### src/rtl/mux_stream_param_module.sv
// N-to-1 valid/ready stream multiplexer with a registered output stage.
// Channels are picked by direct select or by round-robin arbitration among valid inputs.
module mux_stream_param_module #(
    parameter int N     = 4,
    parameter int WIDTH = 8,
    parameter int SEL_W = $clog2(N)
) (
    input  logic                 clk_i,
    input  logic                 rst_n_i,
    input  logic                 mode_i,
    input  logic [SEL_W-1:0]     sel_i,
    input  logic [N*WIDTH-1:0]   in_data_i,
    input  logic [N-1:0]         in_valid_i,
    output logic [N-1:0]         in_ready_o,
    output logic [WIDTH-1:0]     out_data_o,
    output logic [SEL_W-1:0]     out_ch_o,
    output logic                 out_valid_o,
    input  logic                 out_ready_i
);

    logic [WIDTH-1:0] out_data_q, out_data_d;
    logic [SEL_W-1:0] out_ch_q, out_ch_d;
    logic             out_valid_q, out_valid_d;
    logic [SEL_W-1:0] ptr_q, ptr_d;

    logic [N-1:0]     grant;
    logic [SEL_W-1:0] grant_idx;
    logic [SEL_W:0]   scan_sum;
    logic [SEL_W-1:0] scan_idx;
    logic             found;
    logic             load;
    logic             xfer;
    logic [WIDTH-1:0] ch_data [N];

    always_comb begin
        for (int i = 0; i < N; i++) begin
            ch_data[i] = in_data_i[i*WIDTH +: WIDTH];
        end
    end

    // Round-robin scans ptr, ptr+1, ... modulo N and grants the first valid channel.
    always_comb begin
        grant    = '0;
        found    = 1'b0;
        scan_sum = '0;
        scan_idx = '0;
        if (!mode_i) begin
            if ({1'b0, sel_i} < (SEL_W+1)'(N)) begin
                grant[sel_i] = 1'b1;
            end
        end else begin
            for (int k = 0; k < N; k++) begin
                scan_sum = {1'b0, ptr_q} + (SEL_W+1)'(k);
                if (scan_sum >= (SEL_W+1)'(N)) begin
                    scan_sum = scan_sum - (SEL_W+1)'(N);
                end
                scan_idx = scan_sum[SEL_W-1:0];
                if (!found && in_valid_i[scan_idx]) begin
                    grant[scan_idx] = 1'b1;
                    found           = 1'b1;
                end
            end
        end
    end

    always_comb begin
        grant_idx = '0;
        for (int i = 0; i < N; i++) begin
            if (grant[i]) begin
                grant_idx = SEL_W'(i);
            end
        end
    end

    assign load       = ~out_valid_q | out_ready_i;
    assign in_ready_o = grant & {N{load & rst_n_i}};
    assign xfer       = |(in_valid_i & in_ready_o);

    // A push replaces the register even while it is being popped, so no bubble appears.
    always_comb begin
        out_data_d  = out_data_q;
        out_ch_d    = out_ch_q;
        out_valid_d = out_valid_q;
        ptr_d       = ptr_q;
        if (xfer) begin
            out_data_d  = ch_data[grant_idx];
            out_ch_d    = grant_idx;
            out_valid_d = 1'b1;
            if (mode_i) begin
                ptr_d = (grant_idx == SEL_W'(N-1)) ? '0 : grant_idx + 1'b1;
            end
        end else if (out_ready_i) begin
            out_valid_d = 1'b0;
        end
    end

    always_ff @(posedge clk_i) begin
        if (!rst_n_i) begin
            out_data_q  <= '0;
            out_ch_q    <= '0;
            out_valid_q <= 1'b0;
            ptr_q       <= '0;
        end else begin
            out_data_q  <= out_data_d;
            out_ch_q    <= out_ch_d;
            out_valid_q <= out_valid_d;
            ptr_q       <= ptr_d;
        end
    end

    assign out_data_o  = out_data_q;
    assign out_ch_o    = out_ch_q;
    assign out_valid_o = out_valid_q;

endmodule
### config.mk
export PLATFORM = sky130hd
export DESIGN_NAME = mux_stream_param_module
export DESIGN_NICKNAME = d
export VERILOG_FILES = /design/src/rtl/mux_stream_param_module.sv
export SDC_FILE = /design/constraint.sdc
export NUM_CORES = 1
export LEC_CHECK = 0
export CAP_MARGIN = 20
export CORE_MARGIN = 5
export CORE_UTILIZATION = 65
export CTS_CLUSTER_SIZE = 20
export DETAILED_ROUTE_END_ITERATION = 10
export DONT_BUFFER_PORTS = 1
export PLACE_DENSITY = 0.91
export REMOVE_ABC_BUFFERS = 1
export SYNTH_ARGS = -nofsm -noshare
export SYNTH_HDL_FRONTEND = slang
export SYNTH_SLANG_ARGS = --single-unit
### constraint.sdc
create_clock -name clk_i -period 7.9 [get_ports clk_i]
set_input_delay 1.185 -clock clk_i [delete_from_list [all_inputs] [get_ports clk_i]]
set_output_delay 1.185 -clock clk_i [all_outputs]
set_load 0.05 [all_outputs]
==> run_results.csv, run 1 <==
group,metric,value,unit
sta,fmax,0.2052,GHz
drt,firstDrtPassIters,4,
sta,skew,0.004543,ns
setup_path,critPathCaptureType,"primary output",
synth,syn-mean-instance-area,8.062,um2
drt,routed_wl,3.721,mm
synth,ys.flop_type,"dfxtp_1",
final_layout,layout.nets,214,
final_layout,area_delta_synth_final,1.394,%
pwr,power,317.1,uW
place,hpwl,2.802,mm
floorplanning,die-area,3081,um2
synth,ys_warn_count,0,
hold_path,hp-class,"reg2reg",
global_routing,grt_pass1_wl,6.072,mm
global_routing,grt_start_max_net_pins,22,
setup_path,r2r-end,"ptr_q[1]",
pwr,share_comb_of_total_power,0.462,
place,io_buffers,0,
synth,synthArstFlopShare,0,
floorplanning,pin_count,57,
floorplanning,rows,16,
final_layout,utilization,0.6958,
setup_path,required,6.71,ns
synth,synth_cell_type_count,43,
final_layout,layout-drive-gt1-share,0.09146,
sta,layout_min_cycle_time,4.874,ns
hold_path,hold_path_depth,2,
cts,root_buffer,"clkbuf_4",
drt,viasPerCell,7.251,
setup_path,start_kind,"flip-flop",
final_layout,layout.cells.non_filler,191,
hold_path,hold-path-endpoint,"ptr_q[0]",
pwr,power_frac_seq,0.401,
hold_path,hold_start,"ptr_q[0]",
synth,syn_inst,167,
sta,worst_slack,3.026,ns
global_routing,grt_pass1_vias,1372,
floorplanning,die_w,55.51,um
pwr,switching_share,0.5075,
sta,tightest_slew,0.9973,ns
drt,vias,1385,
synth,yosysTopAreaCellShare,0.1933,
synth,yosys.area.top_type,"dfxtp_1",
sta,slew_viol_final,0,
setup_path,worstPathMaxFanout,9,
pwr,clock_power_share,0.136,
synth,ys_seq_elements,13,
cts,clock_path_buffers,2,
place,routabilityCongestion,0.9650,
global_routing,grt_remaining_overflow,0,
drt,drtIter0Drc,86,
place,dp_cells,187,
cts,ctsHoldBuffers,0,
pwr,powerDensity,232.3,nW/um2
sta,hold_viol_final,0,
place,dp_slack,3.249,ns
setup_path,ff2ff_path_depth,11,
sta,final.setup.tns,0,ns
cts,cts_tree,"built",
floorplanning,initial_core_util,0.6862,
status,status,"complete, no violations",
global_routing,grt_antenna_before_repair,0,
setup_path,crit_type,"reg2out",
cts,postCtsSetupBuffers,0,
drt,ant_nets,0,
pwr,power.leakage,0.5249,nW
sta,fin_crit_sh,0.6170,
pwr,p_int,156.2,uW
sta,rsz0062_at_grt,"no",
drt,avgRoutedWirePerCell,19.48,um
cts,clock-sinks,13,
cts,h-tree-depth,1,
sta,setup_viol,0,
cts,cts_resized,0,
floorplanning,die_h,55.51,um
setup_path,r2r-start,"ptr_q[0]",
global_routing,track_usage,0.2380,
setup_path,critical_path_arrival,3.69,ns
pwr,netSwitchingPower,160.9,uW
pwr,ir_worst_vdd,0.1789,mV
floorplanning,core-area,1962,um2
cts,clk_pin_slew,0.08,ns
cts,numCtsBuffers,3,
setup_path,reg2reg_slack,4.13,ns
synth,synth-edff-count,0,
synth,synthTopCellsByArea,"dfxtp_1, ha_1, a311oi_1",
sta,slew_headroom,0.3352,
synth,synth.cell_area,1346,um2
job,max_cap_violations,0,
final_layout,antenna_cells,0,
cts,clock_latency,0.29,ns
drt,remaining_drc_errors,0,
synth,synth_seq_area_share,0.1933,
cell families after synthesis:
group | share of synthesized area
AOI/OAI and AO/OA | 0.3141
buffers and inverters | 0.07807
muxes | 0.08457
DFF | 0.1933
adders and majority gates | 0.06505
and+or+nand+nor | 0.2649
layer usage:
layer | routed length [um] | vias to the layer above | global-route usage
met1 | 1429 | 664 | 0.2700
met2 | 1841 | 77 | 0.3902
met4 | 87 | 0 | 0.09375
met3 | 362 | 11 | 0.1026
met5 | 0 | - | 0
li1 | - | 633 | -
power groups by stage:
stage / sequential (mW) / clock, mW / combinational [mW]
after floorplan: 0.125 / 0 / 0.117
after global placement: 0.128 / 0 / 0.137
after detailed placement: 0.129 / 0 / 0.143
after CTS: 0.127 / 0.0430 / 0.144
after global routing: 0.129 / 0.0470 / 0.161
final: 0.127 / 0.0432 / 0.147
layout by cell type (no fill, tap or decap), types with 3 or more instances in the layout:
cell	count
a21o_1	7
a21oi_1	8
a311oi_1	8
a31oi_1	3
and2_1	3
clkbuf_4	3
dfxtp_1	13
ha_1	7
inv_1	13
mux4_2	3
nand2_1	10
nand2b_1	5
nand3_1	9
nor2_1	4
nor3_1	13
nor3b_1	8
o21ai_1	6
o22ai_1	7
or3b_1	4
final cells by class:
| type | instances | area, um2 |
|---|---|---|
| Sequential cell | 13 | 260.3 |
| Multi-Input combinational cell | 132 | 980.9 |
| Tap cell | 27 | 33.78 |
| Clock buffer | 4 | 26.28 |
| Fill cell | 167 | 596.8 |
| Timing Repair Buffer | 2 | 15.01 |
| Inverter | 13 | 48.80 |
cell usage after synthesis, drive strengths merged, types with 3 or more instances:
master,count
a21o,7
a21oi,8
a311oi,9
a31oi,4
and2,3
buf,6
clkbuf,3
dfxtp,13
ha,7
inv,13
mux4,3
nand2,10
nand2b,5
nand3,9
nor2,4
nor3,13
nor3b,8
o21ai,8
o22ai,7
or3b,4
worst max path at each step:
stage               cells past startpoint             to  slack (ns)          start
floorplan                               5  in_ready_o[2]        3.10  in_valid_i[3]
global placement                        5  in_ready_o[1]        3.34  in_valid_i[2]
detailed placement                      5  in_ready_o[3]        3.25  in_valid_i[0]
CTS                                     7  in_ready_o[3]        3.05       ptr_q[0]
global route                            7  in_ready_o[3]        2.80       ptr_q[0]
finish                                  7  in_ready_o[3]        3.03       ptr_q[0]
sequential cells by signal, summed over array words and instances (netlist names):
name	flops
out_ch_o	2
ptr_q	2
out_data_o	8
out_valid_o	1
metrics by stage:
stage / hold slack (ns) / instance area, um2
finish: 0.6275 / 1365
global route: 0.6507 / 1365
CTS: 0.6196 / 1365
detailed placement: 0.5984 / 1339
global placement: 0.5894 / 1339
floorplan: 0.5381 / 1290
worst max-delay path, stage by stage, from the launching register on:
cell and delay, ns:
dfxtp_1 0.52, inv_1 0.19, ha_1 0.40, or3b_1 0.40, a2111oi_2 0.58, o21ai_1 0.21
a31o_2 0.37, nor2_1 0.72
Note: power is estimated with default switching activity, not from simulation.
==> run 2, diff against run 1 <==
--- a/config.mk
+++ b/config.mk
@@ -7,11 +7,11 @@
 export LEC_CHECK = 0
 export CAP_MARGIN = 20
 export CORE_MARGIN = 5
-export CORE_UTILIZATION = 65
+export CORE_UTILIZATION = 57
 export CTS_CLUSTER_SIZE = 20
 export DETAILED_ROUTE_END_ITERATION = 10
 export DONT_BUFFER_PORTS = 1
-export PLACE_DENSITY = 0.91
+export PLACE_DENSITY = 0.85
 export REMOVE_ABC_BUFFERS = 1
 export SYNTH_ARGS = -nofsm -noshare
 export SYNTH_HDL_FRONTEND = slang
==> constraint.sdc (replaced) <==
create_clock -name clk_i -period 4.4 [get_ports clk_i]
set_input_delay 0.66 -clock clk_i [delete_from_list [all_inputs] [get_ports clk_i]]
set_output_delay 0.66 -clock clk_i [all_outputs]
set_load 0.05 [all_outputs]
==> run 2 against run 1 <==
Effect of this change:
- critical path type unchanged
- combinational power up 84%
- flip-flop and latch count unchanged
- critical endpoint unchanged
- first-iteration DRC count down 45%
- setup slack worse by 2.5 ns
- wire length down 1.2%
- largest cell class unchanged
==> run_results.csv, run 2 (synthesis results as in run 1) <==
group,metric,value,unit
floorplanning,pin_count,57,
sta,setup_viol,0,
drt,viasPerCell,6.985,
sta,fin_crit_sh,0.8734,
final_layout,largest_reg_flops,8,
final_layout,fill_cells,204,
final_layout,utilization,0.6286,
sta,fmax,0.2602,GHz
sta,hold_viol_final,0,
final_layout,area_delta_synth_final,4.275,%
sta,slew_headroom,0.6017,
pwr,ir_worst_vdd,0.3030,mV
sta,slew_viol_final,0,
drt,avgRoutedWirePerCell,18.66,um
drt,routed_wl,3.676,mm
floorplanning,initial_core_util,0.6028,
place,dp_slack,0.8619,ns
drt,drtIter0Drc,47,
cts,cts_tree,"built",
global_routing,track_usage,0.2195,
final_layout,final_cell_mix,"inv_1, nor3_1, dfxtp_1",
floorplanning,die_h,58.60,um
global_routing,grt_antenna_before_repair,0,
status,status,"complete, no violations",
drt,vias,1376,
place,io_buffers,0,
hold_path,hp-class,"in2reg",
final_layout,seq_area,260.3,um2
setup_path,start_kind,"flip-flop",
global_routing,grt_remaining_overflow,0,
sta,tightest_slew,0.5952,ns
cts,postCtsSetupBuffers,0,
floorplanning,die-area,3434,um2
cts,root_buffer,"clkbuf_4",
sta,worst_slack,0.5570,ns
cts,clock_latency,0.27,ns
place,hpwl,2.859,mm
drt,remaining_drc_errors,0,
setup_path,worstPathMaxFanout,9,
drt,firstDrtPassIters,4,
setup_path,critPathCaptureType,"primary output",
floorplanning,rows,17,
cts,h-tree-depth,1,
setup_path,crit_type,"reg2out",
cts,numCtsBuffers,3,
floorplanning,die_w,58.60,um
global_routing,grt_start_max_net_pins,19,
pwr,powerDensity,407.4,nW/um2
setup_path,required,3.74,ns
cts,ctsHoldBuffers,0,
job,max_cap_violations,0,
global_routing,grt_pass1_vias,1394,
sta,rsz0062_at_grt,"no",
sta,holdWs,0.5575,ns
sta,final.setup.tns,0,ns
cts,clock-sinks,13,
drt,ant_nets,0,
sta,layout_min_cycle_time,3.843,ns
floorplanning,core-area,2233,um2
cts,clk_pin_slew,0.07,ns
cts,cts_resized,0,
final_layout,multi_input_comb_area,980.9,um2
pwr,power.leakage,0.5501,nW
final_layout,layout.nets,219,
cts,clock_path_buffers,2,
final_layout,antenna_cells,0,
place,routabilityCongestion,0.8907,
global_routing,grt_pass1_wl,5.982,mm
sta,skew,0.003274,ns
setup_path,critical_path_arrival,3.18,ns
final_layout,layout-drive-gt1-share,0.1183,
[run 2: worst max-delay path, stage by stage (launching register included)]
cell       delay, ns
dfxtp_1         0.50
inv_1           0.20
ha_1            0.40
or3b_1          0.39
a2111oi_2       0.53
o21ai_1         0.20
a31o_2          0.36
nor2_1          0.12
buf_4           0.20
[run 2: worst paths after layout]
path | to | start | depth (start not counted) | slack, ns
min | ptr_q[0] | rst_n_i | 2 | 0.56
max reg2reg | out_data_o[1] | ptr_q[0] | 9 | 0.91
max | in_ready_o[3] | ptr_q[0] | 8 | 0.56
min reg2reg | ptr_q[0] | ptr_q[0] | 2 | 0.62
[run 2: stage by stage]
| step | std cells | instance area (um2) | power [mW] |
|---|---|---|---|
| 3_3_place_gp | 193 | 1378 | 0.4866 |
| 5_1_grt | 197 | 1404 | 0.6084 |
| 6_report | 197 | 1404 | 0.5719 |
| 3_5_place_dp | 193 | 1378 | 0.5005 |
| 2_1_floorplan | 158 | 1290 | 0.4349 |
| 4_1_cts | 197 | 1404 | 0.5728 |
[run 2: per-layer routing]
layer / up-vias / track usage / wire (um)
met3: 11 / 0.06579 / 331
li1: 647 / - / -
met2: 66 / 0.3700 / 1831
met5: - / 0 / 0
met4: 0 / 0.1197 / 99
met1: 652 / 0.2467 / 1414
[run 2: area by class of cell]
type                            instances  share of cell area
Tap cell                               28             0.02496
Inverter                               13             0.03476
Clock buffer                            4             0.01872
Sequential cell                        13              0.1854
Multi-Input combinational cell        132              0.6988
Timing Repair Buffer                    7             0.03743
[run 2: power breakdown]
group | switching [mW] | internal [mW]
clock network | 0.0376 | 0.0351
logic | 0.157 | 0.113
registers | 0.0887 | 0.140
total | 0.283 | 0.288
==> run 3, diff against run 2 <==
--- a/config.mk
+++ b/config.mk
@@ -11,6 +11,7 @@
 export CTS_CLUSTER_SIZE = 20
 export DETAILED_ROUTE_END_ITERATION = 10
 export DONT_BUFFER_PORTS = 1
+export MAX_ROUTING_LAYER = met4
 export PLACE_DENSITY = 0.85
 export REMOVE_ABC_BUFFERS = 1
 export SYNTH_ARGS = -nofsm -noshare
==> run 3 against run 2 <==
Effect of this change:
- clock skew about the same
- sequential share of layout area unchanged
- non-clock buffer count unchanged
- count of clock-buffer cells in the layout unchanged
- highest routed layer unchanged
- flip-flop and latch count unchanged
- first-iteration DRC count increased by 36%
- largest power group unchanged
- hold slack got worse by 0.035 ns
- sequential power about the same
- critical path depth unchanged
- die area unchanged
==> run_results.csv, run 3 (synthesis results as in run 1) <==
group,metric,value,unit
status,status,"complete, no violations",
floorplanning,die_w,58.60,um
floorplanning,pin_count,57,
pwr,power_frac_seq,0.397,
final_layout,layout.nets,219,
setup_path,r2r-start,"ptr_q[0]",
drt,viasPerCell,6.858,
sta,slew_viol_final,0,
pwr,p_int,288.4,uW
cts,ctsHoldBuffers,0,
final_layout,antenna_cells,0,
pwr,ir_worst_vdd,0.2712,mV
cts,h-tree-depth,1,
drt,remaining_drc_errors,0,
global_routing,track_usage,0.2257,
floorplanning,die-area,3434,um2
final_layout,area_delta_synth_final,4.275,%
global_routing,grt_remaining_overflow,0,
sta,skew,0.002907,ns
pwr,power.leakage,0.5501,nW
pwr,powerDensity,410.2,nW/um2
place,routabilityCongestion,0.9096,
sta,layout_min_cycle_time,3.896,ns
cts,clk_pin_slew,0.08,ns
cts,clock_latency,0.29,ns
pwr,switching_share,0.4993,
setup_path,critical_path_arrival,3.24,ns
sta,final.setup.tns,0,ns
setup_path,required,3.74,ns
sta,rsz0062_at_grt,"no",
cts,clock-sinks,13,
drt,routed_wl,3.610,mm
cts,cts_resized,0,
drt,drtIter0Drc,64,
final_layout,layout-drive-gt1-share,0.1183,
drt,avgRoutedWirePerCell,18.32,um
cts,cts_tree,"built",
final_layout,layout.cells.non_filler,197,
hold_path,hold_path_depth,2,
pwr,share_comb_of_total_power,0.467,
cts,clock_path_buffers,2,
setup_path,crit_path_end,"in_ready_o[3]",
drt,firstDrtPassIters,4,
drt,ant_nets,0,
pwr,clock_power_share,0.136,
final_layout,largest_reg_flops,8,
global_routing,grt_antenna_before_repair,0,
sta,slew_headroom,0.6146,
floorplanning,core-area,2233,um2
setup_path,worstPathMaxFanout,9,
sta,fin_crit_sh,0.8854,
floorplanning,rows,17,
cts,postCtsSetupBuffers,0,
floorplanning,die_h,58.60,um
floorplanning,initial_core_util,0.6028,
hold_path,hp-class,"in2reg",
sta,tightest_slew,0.5771,ns
setup_path,ff2ff_path_depth,11,
setup_path,r2r-end,"ptr_q[0]",
setup_path,reg2reg_slack,0.90,ns
pwr,netSwitchingPower,287.5,uW
final_layout,final_cell_mix,"inv_1, nor3_1, dfxtp_1",
sta,setup_viol,0,
place,io_buffers,0,
cts,numCtsBuffers,3,
global_routing,grt_pass1_vias,1389,
setup_path,critPathCaptureType,"primary output",
job,max_cap_violations,0,
final_layout,fill_cells,207,
global_routing,grt_start_max_net_pins,19,
global_routing,grt_pass1_wl,5.913,mm
sta,fmax,0.2567,GHz
place,hpwl,2.766,mm
setup_path,startpoint,"ptr_q[0]",
place,dp_cells,193,
drt,vias,1351,
setup_path,crit_type,"reg2out",
sta,hold_viol_final,0,
cts,root_buffer,"clkbuf_4",
setup_path,start_kind,"flip-flop",
## run 3: metal layers
layer  up-vias  GRT usage  part of all wire
met1       632     0.2726              0.41
met5         -          -                 0
met3         9    0.02412             0.076
li1        645          -                 -
met2        65     0.3668              0.49
met4         0     0.1230             0.022
## run 3: power groups by stage
stage	Combinational, mW	Sequential (mW)	Clock, mW
floorplan	0.210	0.225	0
global placement	0.258	0.230	0
detailed placement	0.266	0.232	0
CTS	0.266	0.229	0.0792
global route	0.296	0.232	0.0835
finish	0.269	0.229	0.0782
## run 3: worst min-delay path by stage
stage             start  endpoint  slack [ns]
2_1_floorplan  ptr_q[0]  ptr_q[0]        0.54
3_3_place_gp   ptr_q[0]  ptr_q[0]        0.56
3_5_place_dp   ptr_q[0]  ptr_q[0]        0.58
4_1_cts         rst_n_i  ptr_q[0]        0.52
5_1_grt         rst_n_i  ptr_q[0]        0.52
6_report        rst_n_i  ptr_q[1]        0.52
## run 3: per-stage QoR
step / setup WS [ns] / cell area (um2) / hold WS [ns] / utilization / total power [mW]
6_report: 0.5041 / 1404 / 0.5223 / 0.6286 / 0.5759
3_3_place_gp: 1.007 / 1378 / 0.5635 / 0.6168 / 0.4879
3_5_place_dp: 0.8714 / 1378 / 0.5820 / 0.6168 / 0.4980
2_1_floorplan: 0.4548 / 1290 / 0.5381 / - / 0.4349
5_1_grt: 0.3164 / 1404 / 0.5239 / 0.6286 / 0.6116
4_1_cts: 0.5444 / 1404 / 0.5162 / 0.6286 / 0.5748
## run 3: cell type report
class                   count  area (um2)  share of cell area
clock buffers               4       26.28             0.01872
flip-flops and latches     13       260.3              0.1854
multi-input cells         132       980.9              0.6988
well taps                  28       35.03             0.02496
inverters                  13       48.80             0.03476
repair buffers              7       52.55             0.03743
## run 3: worst max-delay path, stage by stage, from the launching register on
cell       delay [ns]
dfxtp_1          0.51
inv_1            0.20
ha_1             0.40
or3b_1           0.38
a2111oi_2        0.55
o21ai_1          0.21
a31o_2           0.37
nor2_1           0.12
buf_4            0.20
